--- src/rtl/stg_if.sv ---
// Instruction-fetch stage: owns the fetch PC, issues imem word reads under a credit limit,
// buffers in-order responses with their PC tags and presents one registered instruction per cycle.
module stg_if #(
  parameter int                   SIZE_ADDR = 8,
  parameter int                   SIZE_DATA = 32,
  parameter logic [SIZE_ADDR-1:0] RESET_PC  = '0,
  parameter int                   DEPTH     = 2,
  parameter int                   MAX_OUT   = 2
) (
  input  logic                 iw_clk,
  input  logic                 iw_rst_n,
  input  logic                 iw_stall,
  input  logic                 iw_flush,
  input  logic                 iw_redirect,
  input  logic [SIZE_ADDR-1:0] iw_redirect_pc,
  output logic                 ow_imem_req,
  output logic [SIZE_ADDR-1:0] ow_imem_addr,
  input  logic                 iw_imem_gnt,
  input  logic                 iw_imem_rvalid,
  input  logic [SIZE_DATA-1:0] iw_imem_rdata,
  output logic                 ow_valid,
  output logic [SIZE_ADDR-1:0] ow_pc,
  output logic [SIZE_DATA-1:0] ow_instr
);

  localparam int CW  = $clog2(MAX_OUT + DEPTH + 1) + 1;
  localparam int TQ  = MAX_OUT;
  localparam int TIW = (TQ > 1) ? $clog2(TQ) : 1;
  localparam int FIW = (DEPTH > 1) ? $clog2(DEPTH) : 1;

  logic [SIZE_ADDR-1:0] pc;
  logic [CW-1:0]        live;
  logic [CW-1:0]        drop;
  logic [CW-1:0]        fifo_cnt;
  logic [SIZE_ADDR-1:0] tag_q      [TQ];
  logic [SIZE_ADDR-1:0] fifo_pc    [DEPTH];
  logic [SIZE_DATA-1:0] fifo_instr [DEPTH];

  logic          grant;
  logic          resp_drop;
  logic          resp_live;
  logic          resp_any;
  logic          take;
  logic          fifo_pop;
  logic          bypass;
  logic          fifo_push;
  logic [CW-1:0] tag_idx;
  logic [CW-1:0] fifo_idx;

  // Credit rule: live requests always have a FIFO slot reserved, so a push never overflows.
  assign ow_imem_req  = iw_rst_n && !iw_redirect
                        && ((live + drop) < CW'(MAX_OUT))
                        && ((live + fifo_cnt) < CW'(DEPTH));
  assign ow_imem_addr = pc;
  assign grant        = ow_imem_req && iw_imem_gnt;

  assign resp_drop = iw_imem_rvalid && (drop != '0);
  assign resp_live = iw_imem_rvalid && (drop == '0) && (live != '0);
  assign resp_any  = iw_imem_rvalid && ((drop != '0) || (live != '0));

  assign take      = !iw_redirect && !iw_flush && !iw_stall;
  assign fifo_pop  = take && (fifo_cnt != '0);
  assign bypass    = take && (fifo_cnt == '0) && resp_live;
  assign fifo_push = resp_live && !bypass && !iw_redirect;

  assign tag_idx  = live - CW'(resp_live);
  assign fifo_idx = fifo_cnt - CW'(fifo_pop);

  always_ff @(posedge iw_clk) begin
    if (!iw_rst_n) begin
      pc       <= RESET_PC;
      live     <= '0;
      drop     <= '0;
      fifo_cnt <= '0;
    end else if (iw_redirect) begin
      // Everything still in flight, including a response landing now, becomes a drop.
      pc       <= iw_redirect_pc;
      drop     <= drop + live - CW'(resp_any);
      live     <= '0;
      fifo_cnt <= '0;
    end else begin
      if (grant)
        pc <= pc + SIZE_ADDR'(1);
      live     <= live + CW'(grant) - CW'(resp_live);
      drop     <= drop - CW'(resp_drop);
      fifo_cnt <= fifo_cnt + CW'(fifo_push) - CW'(fifo_pop);
    end
  end

  always_ff @(posedge iw_clk) begin
    if (resp_live) begin
      for (int i = 0; i < TQ - 1; i++)
        tag_q[i] <= tag_q[i+1];
    end
    if (grant)
      tag_q[TIW'(tag_idx)] <= pc;
  end

  always_ff @(posedge iw_clk) begin
    if (fifo_pop) begin
      for (int i = 0; i < DEPTH - 1; i++) begin
        fifo_pc[i]    <= fifo_pc[i+1];
        fifo_instr[i] <= fifo_instr[i+1];
      end
    end
    if (fifo_push) begin
      fifo_pc[FIW'(fifo_idx)]    <= tag_q[0];
      fifo_instr[FIW'(fifo_idx)] <= iw_imem_rdata;
    end
  end

  always_ff @(posedge iw_clk) begin
    if (!iw_rst_n || iw_redirect || iw_flush) begin
      ow_valid <= 1'b0;
      ow_pc    <= '0;
      ow_instr <= '0;
    end else if (iw_stall) begin
      ow_valid <= ow_valid;
      ow_pc    <= ow_pc;
      ow_instr <= ow_instr;
    end else if (fifo_pop) begin
      ow_valid <= 1'b1;
      ow_pc    <= fifo_pc[0];
      ow_instr <= fifo_instr[0];
    end else if (bypass) begin
      ow_valid <= 1'b1;
      ow_pc    <= tag_q[0];
      ow_instr <= iw_imem_rdata;
    end else begin
      ow_valid <= 1'b0;
      ow_pc    <= '0;
      ow_instr <= '0;
    end
  end

endmodule

--- config.mk ---
export PLATFORM = sky130hd
export DESIGN_NAME = stg_if
export DESIGN_NICKNAME = d
export VERILOG_FILES = /design/src/rtl/stg_if.sv
export SDC_FILE = /design/constraint.sdc
export NUM_CORES = 1
export LEC_CHECK = 0
export CAP_MARGIN = 25
export CORE_MARGIN = 8
export CORE_UTILIZATION = 54
export DETAILED_ROUTE_END_ITERATION = 10
export PLACE_DENSITY = 0.79
export SYNTH_ARGS = -nofsm -noshare
export SYNTH_HDL_FRONTEND = slang
export SYNTH_SLANG_ARGS = --single-unit
--- constraint.sdc ---
create_clock -name iw_clk -period 5.6 [get_ports iw_clk]
set_input_delay 1.12 -clock iw_clk [delete_from_list [all_inputs] [get_ports iw_clk]]
set_output_delay 1.12 -clock iw_clk [all_outputs]
set_load 0.05 [all_outputs]
==> run_results.csv, run 1 <==
group,metric,value,unit
synth,synth-seq-cells,157,
synth,synth.net_count,567,
worst_hold_path,holdPathStages,0,
cells_and_area,seqCellArea,0.00410,mm²
synth,async_reset_ff_share,0,%
power,p_leak,2.88,nW
cts,clk_pin_slew_worst_paths,0.06,ns
timing,fin_tns_setup,0,ns
critical_path,critPathRequiredTime,4.48,ns
critical_path,critPathKind,"input port to output pin",
detailed_routing,wirelength,15.0,mm
cells_and_area,layout_common_cells,"96 x edfxtp_1, 95 x clkdlybuf4s50_1, 61 x dfxtp_1",
critical_path,r2r-start,"live[0]",
cells_and_area,fillers,841,
timing,tightest_slew,1.06,ns
critical_path,cp.arrival,3.40,ns
critical_path,cp_max_fo,10,
synth,synthAdderAreaFrac,5.02,%
timing,finalClockSkew,0.0115,ns
synth,seq_area_frac_synth,62.4,%
grt,grt_pass1_vias,4686,
detailed_routing,first_iter_violations,435,
critical_path,cp-start-kind,"input port",
cts,numCtsBuffers,17,
floorplanning,core,0.0120,mm²
worst_hold_path,min_to,"fifo_pc[1][0]",
timing,finalWorstSetupSlack,1.08,ns
grt,antenna_found_initial,0,
synth,yosysWarnings,0,
power,ir_worst_vdd,185,µV
timing,finalSetupViolations,0,
cts,post_cts_resized,0,
critical_path,endpoint_kind,"output pin",
cts,htreeDepth,4,
timing,max_freq,221,MHz
grt,grt_start_max_net_pins,44,
synth,ys_types,44,
cts,cts_buffer_depth,2,
timing,drv_slew,0,
floorplanning,dieWidth,126,µm
cells_and_area,mostFrequentLayoutCell,"edfxtp_1",
critical_path,r2r_slack,2.22,ns
timing,finalCriticalPeriod,4.52,ns
detailed_routing,drc,0,
detailed_routing,ant_nets,0,
timing,hold_viol,0,
cells_and_area,final_cell_area,0.00827,mm²
cts,cts_tree,"yes",
timing,timing.hold.ws,0.480,ns
critical_path,r2r_cells,8,
flow_run,maxCapViolCount,0,
grt,grt_pass1_wl,24.1,mm
cts,clock_latency,0.43,ns
detailed_routing,drt-pass1-iter-count,5,
detailed_routing,wl_per_cell,20.0,µm
power,power.density,306,mW/mm²
critical_path,r2r-end,"tag_q[0][4]",
cells_and_area,final_net_count,663,
synth,synthMuxAreaShare,8.21,%
timing,rsz0062_at_grt,"no",
cells_and_area,area_growth,25.6,%
grt,grt.total_usage,19.0,%
synth,avgSynthCellArea,13.3,µm²
cts,hold_buffers,0,
cts,numClockSinks,157,
worst_hold_path,worstHoldStart,"tag_q[0][0]",
placement,port_buffers,96,
worst_hold_path,hp-class,"flop to flop",
synth,synthCells,496,
synth,synth_edf_count,96,
floorplanning,start_util,55.0,%
cts,post_cts_buffers,0,
placement,place_area,0.00772,mm²
synth,synth_xor_area_share,1.86,%
floorplanning,die-area,0.0160,mm²
synth,synthSimpleGateAreaFrac,8.82,%
cells_and_area,antenna_cells,0,
cells_and_area,layout-drive-gt1-share,15.9,%
cells_and_area,fin_util,69.1,%
synth,synth_top_family_by_area,"compound AO/OA/AOI/OAI gates",
synth,synth-compound-area-share,10.8,%
placement,gp_congestion,0.859,
floorplanning,rows,40,
placement,place_hpwl,9.56,mm
synth,synthFlopType,"edfxtp_1",
timing,period_share,80.7,%
timing,slew_headroom,29.1,%
placement,post-place-ws,1.09,ns
status,outcome,"finished, final reports clean",
detailed_routing,dr_total_vias,4567,
floorplanning,pin_count,97,
cells_and_area,multiInputGateArea,0.00231,mm²
detailed_routing,via_per_inst,6.09,
floorplanning,dieHeight,126,µm
cts,root_buffer,"clkbuf_16",
synth,syn_area,0.00658,mm²
grt,grt_overflow,0,
-- worst max-delay path by stage --
stage / start / to / slack, ns / cells past startpoint
after global placement: iw_rst_n / ow_imem_req / 1.10 / 6
after CTS: iw_rst_n / ow_imem_req / 1.09 / 6
after floorplan: iw_stall / fifo_instr[1][0] / 0.44 / 6
after detailed placement: iw_rst_n / ow_imem_req / 1.09 / 6
after global routing: iw_rst_n / ow_imem_req / 1.02 / 6
final: iw_rst_n / ow_imem_req / 1.08 / 6
-- where the power goes --
| part | internal (mW) | switching [mW] | leakage, nW | total [mW] |
|---|---|---|---|---|
| clock | 0.639 | 0.435 | 0.269 | 1.07 |
| combinational | 0.0895 | 0.107 | 1.26 | 0.197 |
| sequential | 1.24 | 0.0198 | 1.36 | 1.26 |
| total | 1.97 | 0.562 | 2.88 | 2.53 |
-- synthesized netlist by cell type, drive strengths merged (7+ instances only) --
library cell | instances | area (µm²)
edfxtp | 96 | 2880
mux2 | 48 | 541
inv | 22 | 82.6
dfxtp | 61 | 1220
nand2 | 17 | 63.8
ha | 20 | 250
clkbuf | 23 | 86.3
a222oi | 40 | 400
nor2 | 58 | 218
and2 | 7 | 43.8
and3 | 8 | 50.1
xor2 | 7 | 61.3
xnor2 | 7 | 61.3
a21oi | 10 | 50.1
a211oi | 8 | 60.1
-- critical path, cell delays in order --
cell and delay [ns]:
clkdlybuf4s50_1 0.62, or3b_1 0.40, or4b_4 0.55, a2111oi_4 0.32, buf_4 0.24, buf_12 0.15
-- kinds of logic after synthesis --
kind of cell,after synthesis
flops,157
simple gates,120
compound gates,82
buf+inv,51
mux,48
fa+ha+maj,24
xor+xnor,14
-- per-layer routing --
| layer | vias to the layer above | routed length (µm) | global-route usage, % |
|---|---|---|---|
| met5 | - | 0 | 0 |
| met4 | 0 | 279 | 7.64 |
| met3 | 23 | 1290 | 6.24 |
| met2 | 188 | 7120 | 30.3 |
| met1 | 2266 | 6280 | 23.3 |
| li1 | 2090 | - | - |
-- cell type report --
cell class / instances / share of cell area, %
inverter: 22 / 0.999
clock inverter: 7 / 0.802
sequential: 157 / 49.7
tap: 147 / 2.23
clock buffer: 23 / 5.78
multi-input combinational: 288 / 27.9
timing repair buffer: 106 / 12.6
-- through the flow --
| stage | power [mW] | cells |
|---|---|---|
| 3_5_place_dp | 1.48 | 720 |
| 5_1_grt | 2.61 | 750 |
| 3_3_place_gp | 1.47 | 719 |
| 6_report | 2.53 | 750 |
| 4_1_cts | 2.54 | 750 |
| 2_1_floorplan | 1.39 | 496 |
-- flip-flops by register name, summed over array words and instances (netlist names) --
register / flops
drop: 4
fifo_cnt: 4
fifo_instr: 64
fifo_pc: 16
live: 4
ow_imem_addr: 8
ow_instr: 32
ow_pc: 8
ow_valid: 1
tag_q: 16
No activity file was read; power rests on OpenSTA's default activity.
==> run 2: changes to the inputs <==
--- a/config.mk
+++ b/config.mk
@@ -7,9 +7,9 @@
 export LEC_CHECK = 0
 export CAP_MARGIN = 25
 export CORE_MARGIN = 8
-export CORE_UTILIZATION = 54
+export CORE_UTILIZATION = 49
 export DETAILED_ROUTE_END_ITERATION = 10
-export PLACE_DENSITY = 0.79
+export PLACE_DENSITY = 0.76
 export SYNTH_ARGS = -nofsm -noshare
 export SYNTH_HDL_FRONTEND = slang
 export SYNTH_SLANG_ARGS = --single-unit
==> constraint.sdc (replaced) <==
create_clock -name iw_clk -period 3.62 [get_ports iw_clk]
set_input_delay 0.724 -clock iw_clk [delete_from_list [all_inputs] [get_ports iw_clk]]
set_output_delay 0.724 -clock iw_clk [all_outputs]
set_load 0.05 [all_outputs]
==> run_results.csv, run 2 (synthesized netlist as in run 1, its figures left out) <==
group,metric,value,unit
detailed_routing,drt-pass1-iter-count,6,
critical_path,critPathRequiredTime,2.90,ns
timing,drv_slew,0,
detailed_routing,via_per_inst,5.82,
critical_path,cp_max_fo,7,
placement,place_hpwl,9.85,mm
critical_path,critical_path.slowest_cell,"or4b_4",
grt,antenna_found_initial,0,
critical_path,cp-start-kind,"flop",
floorplanning,dieHeight,132,µm
cts,clock_latency,0.42,ns
timing,tightest_slew,0.719,ns
cts,post_cts_buffers,0,
status,outcome,"finished, final reports clean",
cells_and_area,fin_util,64.0,%
critical_path,r2r-start,"fifo_cnt[0]",
cells_and_area,mostFrequentLayoutCell,"edfxtp_1",
cells_and_area,layout-drive-gt1-share,17.3,%
critical_path,critPathKind,"flop to output pin",
timing,finalWorstSetupSlack,0.0704,ns
power,p_total,4.00,mW
placement,gp_congestion,0.838,
cells_and_area,top_register,"fifo_instr",
placement,port_buffers,96,
critical_path,cp_slowest_stage_delay,0.54,ns
floorplanning,dieWidth,132,µm
detailed_routing,drc,0,
cts,numCtsBuffers,17,
cells_and_area,fin_cells,788,
grt,grt_start_max_net_pins,42,
grt,grt_overflow,0,
timing,max_freq,282,MHz
critical_path,cp_cell_sequence,"and2_4 -> fa_1 -> or3b_4 -> or4b_4 -> a2111oi_4 -> buf_12",
placement,placedCellCount,757,
timing,slew_headroom,51.9,%
cts,root_buffer,"clkbuf_16",
timing,rsz0062_at_grt,"yes",
cells_and_area,layout_common_cells,"96 x edfxtp_1, 95 x clkdlybuf4s50_1, 58 x dfxtp_1",
worst_hold_path,min_to,"fifo_pc[1][0]",
cts,numClockSinks,157,
timing,period_share,98.1,%
cts,cts_tree,"yes",
timing,finalSetupViolations,0,
grt,grt_pass1_wl,24.6,mm
critical_path,endpoint_kind,"output pin",
placement,post-place-ws,0.153,ns
cells_and_area,area_growth,28.2,%
timing,finalCriticalPeriod,3.55,ns
cts,htreeDepth,4,
floorplanning,pin_count,97,
flow_run,maxCapViolCount,0,
cells_and_area,antenna_cells,0,
power,power.density,474,mW/mm²
critical_path,r2r-end,"tag_q[0][1]",
worst_hold_path,worstHoldStart,"tag_q[0][0]",
floorplanning,core,0.0132,mm²
critical_path,r2r_cells,8,
floorplanning,die-area,0.0174,mm²
cts,clk_pin_slew_worst_paths,0.06,ns
detailed_routing,wirelength,14.7,mm
floorplanning,start_util,49.9,%
floorplanning,rows,42,
detailed_routing,ant_nets,0,
detailed_routing,wl_per_cell,18.7,µm
grt,grt.total_usage,17.6,%
detailed_routing,first_iter_violations,408,
power,p_leak,2.96,nW
cells_and_area,final_net_count,671,
cts,cts_buffer_depth,2,
timing,fin_tns_setup,0,ns
critical_path,cp.arrival,2.83,ns
detailed_routing,dr_total_vias,4590,
worst_hold_path,holdPathStages,0,
critical_path,r2r_slack,0.45,ns
power,ir_worst_vdd,310,µV
timing,finalClockSkew,0.00700,ns
cells_and_area,reg_top3,"fifo_instr x64, ow_instr x32",
timing,hold_viol,0,
grt,grt_pass1_vias,4745,
cells_and_area,largest_reg_flops,64,
worst_hold_path,hp-class,"flop to flop",
run 2: worst max path at each step:
stage,startpoint,to,slack [ns],cells past startpoint
floorplan,live[0],tag_q[0][0],0.01,7
global placement,iw_rst_n,tag_q[0][2],0.19,7
detailed placement,iw_rst_n,tag_q[0][1],0.15,7
CTS,fifo_cnt[0],ow_imem_req,0.02,6
global route,fifo_cnt[0],ow_imem_req,-0.02,6
finish,fifo_cnt[0],ow_imem_req,0.07,6
run 2: timing repair:
item	4_1_cts	5_1_grt
pin swaps	1	0
setup endpoints to repair	1	1
hold buffers	0	0
gates resized for setup	2	4
gates cloned	0	0
hold endpoints to repair	0	0
run 2: cell type report:
cell class / count / area [µm²]
fill: 978 / 4750
sequential: 157 / 4110
multi-input combinational: 288 / 2320
timing repair buffer: 114 / 1130
clock buffer: 22 / 454
tap: 176 / 220
clock inverter: 9 / 120
inverter: 22 / 82.6
run 2: through the flow:
stage | hold slack, ns | cell area, µm²
4_1_cts | 0.488 | 8430
6_report | 0.484 | 8440
2_1_floorplan | 0.447 | 6590
3_5_place_dp | 0.473 | 7850
3_3_place_gp | 0.460 | 7850
5_1_grt | 0.501 | 8440
run 2: critical path: cells and delay by family, from the launching register on:
family	cells	cell delay (ns)
and+or+nand+nor	3	1.09
adders and majority gates	1	0.47
DFF	1	0.37
AOI/OAI and AO/OA	1	0.29
buffers and inverters	1	0.19
run 2: routing by layer:
metal | GRT usage (%) | vias to the layer above | wire (µm)
met2 | 29.0 | 211 | 7220
met5 | 0 | - | 0
li1 | - | 2112 | -
met3 | 6.52 | 13 | 1160
met4 | 4.53 | 0 | 121
met1 | 21.3 | 2254 | 6230
run 2: report_power, final:
part / internal, mW / switching (mW) / total (mW)
Combinational: 0.144 / 0.166 / 0.310
Sequential: 1.91 / 0.0296 / 1.94
Clock: 1.09 / 0.660 / 1.75
Total: 3.15 / 0.855 / 4.00
==> run 3: changes to the inputs <==
--- a/config.mk
+++ b/config.mk
@@ -6,10 +6,13 @@
 export NUM_CORES = 1
 export LEC_CHECK = 0
 export CAP_MARGIN = 25
-export CORE_MARGIN = 8
-export CORE_UTILIZATION = 49
+export CELL_PAD_IN_SITES_DETAIL_PLACEMENT = 0
+export CELL_PAD_IN_SITES_GLOBAL_PLACEMENT = 1
+export CORE_MARGIN = 3
+export CORE_UTILIZATION = 40
 export DETAILED_ROUTE_END_ITERATION = 10
-export PLACE_DENSITY = 0.76
+export HOLD_SLACK_MARGIN = 0.06
+export PLACE_DENSITY_LB_ADDON = 0.1
 export SYNTH_ARGS = -nofsm -noshare
 export SYNTH_HDL_FRONTEND = slang
 export SYNTH_SLANG_ARGS = --single-unit
==> run_results.csv, run 3 (synthesized netlist as in run 1, its figures left out) <==
group,metric,value,unit
placement,gp_congestion,0.767,
floorplanning,rows,46,
cells_and_area,antenna_cells,0,
floorplanning,pin_count,97,
floorplanning,dieWidth,134,µm
timing,period_share,96.5,%
critical_path,crit_family,"simple AND/OR/NAND/NOR gates",
cts,numCtsBuffers,17,
cts,clk_pin_slew_worst_paths,0.06,ns
floorplanning,die-area,0.0180,mm²
critical_path,cp_cell_sequence,"and2_4 -> fa_1 -> or3b_1 -> or4b_4 -> a2111oi_4 -> buf_4 -> buf_12",
cells_and_area,layout_common_cells,"96 x edfxtp_1, 95 x clkdlybuf4s50_1, 58 x dfxtp_1",
timing,finalCriticalPeriod,3.49,ns
critical_path,critPathRequiredTime,2.90,ns
grt,grt.total_usage,17.3,%
cells_and_area,fin_util,53.6,%
cells_and_area,fillers,1406,
floorplanning,dieHeight,134,µm
grt,grt_pass1_wl,24.7,mm
timing,finalClockSkew,0.0123,ns
status,outcome,"finished, final reports clean",
timing,tightest_slew,0.730,ns
cells_and_area,largest_reg_flops,64,
detailed_routing,dr_total_vias,4499,
worst_hold_path,worstHoldStart,"tag_q[0][5]",
critical_path,cp_num_buf_inv,2,
power,power.density,469,mW/mm²
power,p_total,4.02,mW
floorplanning,start_util,41.1,%
cts,cts_buffer_depth,2,
cts,cts_tree,"yes",
flow_run,maxCapViolCount,0,
cells_and_area,mostFrequentLayoutCell,"edfxtp_1",
detailed_routing,via_per_inst,5.40,
timing,timing.hold.ws,0.479,ns
detailed_routing,ant_nets,0,
cts,hold_buffers,0,
power,p_leak,2.99,nW
critical_path,cp-start-kind,"flop",
critical_path,endpoint_kind,"output pin",
timing,hold_viol,0,
grt,grt_pass1_vias,4683,
critical_path,r2r-start,"live[0]",
grt,antenna_found_initial,0,
cells_and_area,final_net_count,675,
detailed_routing,wirelength,15.1,mm
timing,rsz0062_at_grt,"no",
timing,slew_headroom,51.1,%
cts,numClockSinks,157,
cells_and_area,layout-drive-gt1-share,18.0,%
critical_path,cp.arrival,2.77,ns
power,ir_worst_vdd,391,µV
placement,post-place-ws,0.125,ns
placement,place_hpwl,9.88,mm
detailed_routing,wl_per_cell,18.1,µm
cts,clock_latency,0.41,ns
grt,grt_start_max_net_pins,42,
critical_path,cp_max_fo,2,
detailed_routing,drc,0,
floorplanning,core,0.0160,mm²
cts,htreeDepth,4,
cells_and_area,area_growth,30.2,%
timing,finalSetupViolations,0,
placement,port_buffers,96,
critical_path,cp-startpoint,"live[0]",
critical_path,critPathKind,"flop to output pin",
worst_hold_path,hp-class,"flop to flop",
detailed_routing,drt-pass1-iter-count,7,
cts,root_buffer,"clkbuf_16",
cells_and_area,reg_top3,"fifo_instr x64, ow_instr x32",
timing,drv_slew,0,
cells_and_area,top_register,"fifo_instr",
timing,finalWorstSetupSlack,0.127,ns
detailed_routing,first_iter_violations,385,
grt,grt_overflow,0,
critical_path,cp_slowest_stage_delay,0.55,ns
critical_path,critical_path.slowest_cell,"or4b_4",
timing,max_freq,286,MHz
## run 3: area by class of cell
cell class / count / area (µm²) / area share (%)
multi-input combinational: 288 / 2320 / 27.1
timing repair buffer: 118 / 1210 / 14.1
inverter: 22 / 82.6 / 0.964
clock inverter: 11 / 143 / 1.66
sequential: 157 / 4110 / 47.9
clock buffer: 21 / 440 / 5.14
tap: 216 / 270 / 3.15
## run 3: path summary, 6_finish.rpt
check	to	slack [ns]	cells past startpoint
worst max register to register	tag_q[0][7]	0.47	10
worst min register to register	fifo_pc[1][5]	0.48	0
worst min-delay path	fifo_pc[1][5]	0.48	0
worst max-delay path	ow_imem_req	0.13	7
## run 3: layer usage
metal | GRT usage [%] | part of all wire (%) | vias to the layer above
li1 | - | - | 2128
met2 | 29.9 | 50 | 121
met4 | 4.69 | 0.92 | 0
met1 | 21.6 | 44 | 2240
met5 | 0 | 0 | -
met3 | 4.65 | 5.2 | 10
## run 3: power breakdown
group	leakage [nW]	switching (mW)	internal, mW
combinational	1.35	0.169	0.148
sequential	1.36	0.0296	1.91
clock	0.274	0.677	1.08
## run 3: through the flow
step                TNS (ns)  instance area, µm²  cells
CTS                  -0.0235                8560    833
detailed placement         0                7960    799
global placement           0                7940    798
global route               0                8570    833
floorplan                  0                6590    496
finish                     0                8570    833
## run 3: timing repair
action,in CTS,in global routing
resized for setup,2,2
buffers inserted,2,0
pin swaps,2,1
endpoints found under the setup margin,1,1
